**src/rtl/diskii_write_serializer.sv**
```systemverilog
// rtl/diskii_write_serializer.sv - Disk II write-data serializer with nibble reassembly
module diskii_write_serializer #(
  parameter int BIT_CYCLES  = 4,
  parameter int TRACK_BYTES = 6656
) (
  input  logic        clk_logic,
  input  logic        system_reset,
  input  logic        drive_active_i,
  input  logic        write_mode_i,
  input  logic        load_i,
  input  logic [7:0]  data_i,
  input  logic [12:0] track_start_i,
  output logic        bit_o,
  output logic        bit_strobe_o,
  output logic [7:0]  nib_data_o,
  output logic        nib_valid_o,
  input  logic        nib_ready_i,
  output logic [12:0] nib_addr_o,
  output logic        overrun_o,
  output logic        busy_o
);

  localparam int TW = $clog2(BIT_CYCLES);
  localparam logic [TW-1:0] LAST_CYCLE = TW'(BIT_CYCLES - 1);
  localparam logic [12:0]   ADDR_LAST  = 13'(TRACK_BYTES - 1);

  typedef enum logic {IDLE, SHIFT} state_t;

  state_t        state, state_nxt;
  logic          hold_full;
  logic [7:0]    latch;
  logic [7:0]    shifter, shifter_nxt;
  logic [TW-1:0] timer, timer_nxt;
  logic [2:0]    bit_cnt;
  logic          tail;
  logic          wr_en, wr_en_q, wr_rise;
  logic          cell_end, byte_end, reload;
  logic [7:0]    asm_reg, asm_shift;
  logic [12:0]   addr;
  logic          nib_done;

  // Cell/byte boundary decode and next values shared by the shifter registers
  always_comb begin
    wr_en       = write_mode_i & drive_active_i;
    wr_rise     = wr_en & ~wr_en_q;
    cell_end    = (state == SHIFT) && (timer == LAST_CYCLE);
    // tail: past the 8th bit and padding with zero cells until a byte is held
    byte_end    = cell_end && ((bit_cnt == 3'd7) || tail);
    reload      = wr_en && hold_full && ((state == IDLE) || byte_end);
    state_nxt   = !wr_en ? IDLE : (reload ? SHIFT : state);
    shifter_nxt = shifter;
    if (reload)
      shifter_nxt = latch;
    else if (cell_end)
      shifter_nxt = {shifter[6:0], 1'b0};
    timer_nxt = timer + 1'b1;
    if (state_nxt != SHIFT || reload || cell_end)
      timer_nxt = '0;
    asm_shift = {asm_reg[6:0], bit_o};
    nib_done  = wr_en && bit_strobe_o && asm_shift[7];
  end

  // Holding latch, shifter FSM and serial outputs
  always_ff @(posedge clk_logic) begin
    if (system_reset) begin
      state        <= IDLE;
      hold_full    <= 1'b0;
      latch        <= 8'h00;
      shifter      <= 8'h00;
      timer        <= '0;
      bit_cnt      <= 3'd0;
      tail         <= 1'b0;
      bit_o        <= 1'b0;
      bit_strobe_o <= 1'b0;
      busy_o       <= 1'b0;
    end else begin
      state        <= state_nxt;
      shifter      <= shifter_nxt;
      timer        <= timer_nxt;
      bit_o        <= (state_nxt == SHIFT) && shifter_nxt[7];
      bit_strobe_o <= (state_nxt == SHIFT) && (timer_nxt == LAST_CYCLE);
      busy_o       <= (state_nxt == SHIFT);
      if (reload)
        bit_cnt <= 3'd0;
      else if (cell_end)
        bit_cnt <= bit_cnt + 3'd1;
      if (state_nxt != SHIFT || reload)
        tail <= 1'b0;
      else if (byte_end)
        tail <= 1'b1;
      // A load coinciding with a reload keeps the new byte: the shifter takes the old latch
      if (!wr_en) begin
        hold_full <= 1'b0;
      end else if (load_i) begin
        latch     <= data_i;
        hold_full <= 1'b1;
      end else if (reload) begin
        hold_full <= 1'b0;
      end
    end
  end

  // Nibble reassembly, track address and output handshake
  always_ff @(posedge clk_logic) begin
    if (system_reset) begin
      wr_en_q     <= 1'b0;
      asm_reg     <= 8'h00;
      addr        <= 13'd0;
      nib_data_o  <= 8'h00;
      nib_addr_o  <= 13'd0;
      nib_valid_o <= 1'b0;
      overrun_o   <= 1'b0;
    end else begin
      wr_en_q <= wr_en;
      if (!wr_en || wr_rise || nib_done)
        asm_reg <= 8'h00;
      else if (bit_strobe_o)
        asm_reg <= asm_shift;
      if (wr_rise)
        addr <= track_start_i;
      else if (nib_done)
        addr <= (addr == ADDR_LAST) ? 13'd0 : addr + 13'd1;
      if (wr_rise)
        overrun_o <= 1'b0;
      else if (nib_done && nib_valid_o && !nib_ready_i)
        overrun_o <= 1'b1;
      if (nib_done && (!nib_valid_o || nib_ready_i)) begin
        nib_data_o  <= asm_shift;
        nib_addr_o  <= addr;
        nib_valid_o <= 1'b1;
      end else if (nib_valid_o && nib_ready_i) begin
        nib_valid_o <= 1'b0;
      end
    end
  end

endmodule

```
**config.mk**
```make
export PLATFORM = sky130hd
export DESIGN_NAME = diskii_write_serializer
export DESIGN_NICKNAME = d
export VERILOG_FILES = /design/src/rtl/diskii_write_serializer.sv
export SDC_FILE = /design/constraint.sdc
export NUM_CORES = 1
export LEC_CHECK = 0
export ABC_AREA = 1
export CAP_MARGIN = 0
export CORE_MARGIN = 2
export CORE_UTILIZATION = 32
export DETAILED_ROUTE_END_ITERATION = 8
export SYNTH_ARGS = -nofsm -noshare
export SYNTH_HDL_FRONTEND = slang
export SYNTH_SLANG_ARGS = --single-unit
export TNS_END_PERCENT = 30
```
**constraint.sdc**
```tcl
create_clock -name clk_logic -period 2 [get_ports clk_logic]
set_input_delay 0.2 -clock clk_logic [delete_from_list [all_inputs] [get_ports clk_logic]]
set_output_delay 0.2 -clock clk_logic [all_outputs]
set_load 0.05 [all_outputs]
```
==> results.py <==
metrics = {
    "route": {
        "remaining_drc_errors": 0,
        "wl_mm": 6.98,
        "vias": 2670,
        "vias_per_cell": 4.88,
        "dr_wl_met2_mm": 3.16,
        "ant_nets": 0,
        "met3_wirelength_um": 330,
        "routedWlPerCell_um": 12.8,
        "top_layer_used": "met4",
        "firstDrtPassIters": 5,
        "wl_met1_mm": 3.36,
        "drt_iter0_drc": 154,
    },
    "logic_synthesis": {
        "yosys_warnings": 0,
        "synth_nets": 411,
        "ys_ff_latch": 70,
        "ys_seq_area_share_pct": 47.8,
        "synth_area_um2": 2930,
        "synth_area_per_cell_um2": 7.71,
        "postSynthCellCount": 380,
        "yosysUniqueCellTypes": 31,
    },
    "sta": {
        "grt_setup_unrepaired": "no",
        "tightest_slew_ns": 0.502,
        "setup-tns-final_ns": 0,
        "fin_skew_ns": 0.0157,
        "max_freq_mhz": 537,
        "fin_crit_ns": 1.86,
        "setup_violations": 0,
        "maxSlewHeadroom_pct": 66.4,
        "period_share_pct": 93.1,
        "slew_violations": 0,
        "hold_violations": 0,
    },
    "die": {
        "core_area_um2": 8810,
        "die_w_um": 99.7,
        "dieHeight_um": 99.7,
        "num_rows": 34,
        "die_area_um2": 9940,
        "initial_core_util_pct": 33.3,
        "io_pins": 53,
    },
    "setup_path": {
        "r2r_start": "addr[0]$_SDFFE_PP0P_",
        "required_ns": 1.80,
        "cp-start-kind": "flop",
        "crit_chain": "clkdlybuf4s50_1",
        "startpoint": "state$_SDFF_PP0_",
        "cp.arrival_ns": 1.66,
        "cp-end-kind": "primary output",
        "cp_top_family": "buffers and inverters",
        "critPathMaxFanout": 5,
        "worstSetupPathType": "flop to primary output",
        "cpPeakStageDelay_ns": 0.85,
        "critPathBufInv": 1,
        "cp_slowest_cell": "clkdlybuf4s50_1",
    },
    "pwr": {
        "intPower_mw": 2.21,
        "peakVddDrop_mv": 0.399,
        "p_leak_nw": 1.43,
        "power_mw": 2.89,
        "p_switching_uw": 672,
        "powerDensity_nw_per_um2": 761,
        "pwr-share-comb_pct": 6.3,
        "clock_power_share_pct": 43.6,
        "pwr-share-seq_pct": 50.1,
        "switching_share_pct": 23.3,
    },
    "clock_tree": {
        "cts_tree": "yes",
        "ctsHoldBuffers": 0,
        "cts.htree.levels": 3,
        "clk_latency_ns": 0.34,
        "ctsRootBufferMaster": "clkbuf_8",
        "cts_buffer_depth": 2,
        "postCtsSetupBuffers": 0,
        "clock_sinks": 70,
        "cts_buffers": 9,
        "clk_pin_slew_ns": 0.08,
        "ctsResizeCount": 0,
    },
    "placement": {
        "port_buffers": 52,
        "dp_hpwl_mm": 4.94,
        "globalplace.congestion": 0.789,
    },
    "layout": {
        "fillers": 921,
        "final_layout_size_suffix_gt1_share_pct": 10.0,
        "ff_latch_area_um2": 1400,
        "antenna_cells": 0,
        "top_regs": "addr: 13 flops, nib_addr_o: 13 flops",
        "multi_input_area_um2": 1330,
        "nets": 465,
        "areaGrowthSynthToFinish_pct": 29.3,
    },
    "flow_run": {
        "drv_cap": 0,
    },
    "min_path": {
        "hold_start": "latch[1]$_SDFFE_PP0P_",
        "hold_path.class": "flop to flop",
    },
    "grt": {
        "grt_max_degree": 36,
        "overflow": 0,
        "grt_pass1_wl_mm": 12.1,
        "grt_pass1_vias": 2592,
        "groute.usage.overall_pct": 15.4,
        "antenna_found_initial": 0,
    },
    "status": {
        "status": "finished clean",
    },
}
[final timing paths]
| path | end | slack [ns] | depth (start not counted) |
|---|---|---|---|
| worst max register to register | addr[12]$_SDFFE_PP0P_ | 0.35 | 8 |
| worst max-delay path | busy_o | 0.14 | 1 |
| worst min-delay path | shifter[1]$_SDFFE_PP0P_ | 0.45 | 2 |
| worst min register to register | shifter[1]$_SDFFE_PP0P_ | 0.45 | 2 |
[cell families (layout without fill, tap and decap cells)]
group / count (synthesis) / after routing / share of synthesized area (%)
XOR/XNOR: 3 / 3 / 0.896
AO/OA/AOI/OAI: 104 / 104 / 19.7
buffers and inverters: 49 / 108 / 6.96
AND/OR/NAND/NOR: 150 / 150 / 22.9
adder cells (fa/ha/maj): 4 / 4 / 1.71
flip-flops: 70 / 70 / 47.8
[layer usage]
metal	track usage (%)	vias to the layer above
met5	0	-
met4	4.85	0
met3	4.99	11
met2	24.3	59
met1	20.1	1217
li1	-	1383
[cells in the final DEF (no fill, tap or decap), drive strengths merged, types with 4 or more instances in the layout]
master / count
ha: 4
nand3: 19
nor3: 4
clkinv: 5
clkdlybuf4s50: 51
nand4: 11
nor2: 47
inv: 33
buf: 8
dfxtp: 70
o21ai: 40
a21oi: 50
a22oi: 12
nand2: 68
clkbuf: 9
[cells in the mapped netlist (all sizes together)]
cell type	number	share of area, %
a21oi	50	9.2
a22oi	12	3.1
a31oi	1	0.21
buf	8	1.7
clkbuf	8	1.1
clkinv	1	0.13
dfxtp	70	48
ha	4	1.7
inv	32	4.1
nand2	68	9.0
nand3	19	3.8
nand4	11	2.3
nor2	47	6.8
nor3	4	0.68
o2111ai	1	0.30
o21ai	40	7.0
or2	1	0.21
xor2	3	0.90
[layout make-up]
class | count | area share [%]
Sequential cell | 70 | 37.0
Multi-Input combinational cell | 261 | 35.0
Timing Repair Buffer | 59 | 15.4
Tap cell | 108 | 3.57
Clock buffer | 9 | 3.27
Inverter | 33 | 3.27
Clock inverter | 7 | 2.54
[power groups by stage]
stage	Sequential (mW)	Combinational [mW]	Clock, mW
6_report	1.45	0.183	1.26
5_1_grt	1.45	0.205	1.35
4_1_cts	1.45	0.185	1.29
3_5_place_dp	1.48	0.184	0
3_3_place_gp	1.48	0.183	0
2_1_floorplan	1.47	0.0988	0
[per-stage QoR]
step | utilization, % | area [µm²] | worst slack [ns] | hold WS [ns] | std cells
global placement | 40.5 | 3570 | 0.185 | 0.439 | 531
finish | 43.0 | 3790 | 0.139 | 0.450 | 547
CTS | 43.0 | 3790 | 0.111 | 0.451 | 547
floorplan | - | 2930 | 0.348 | 0.284 | 380
detailed placement | 40.5 | 3570 | 0.137 | 0.444 | 531
global route | 43.0 | 3790 | 0.0583 | 0.468 | 547
(Power assumes the default switching activity.)
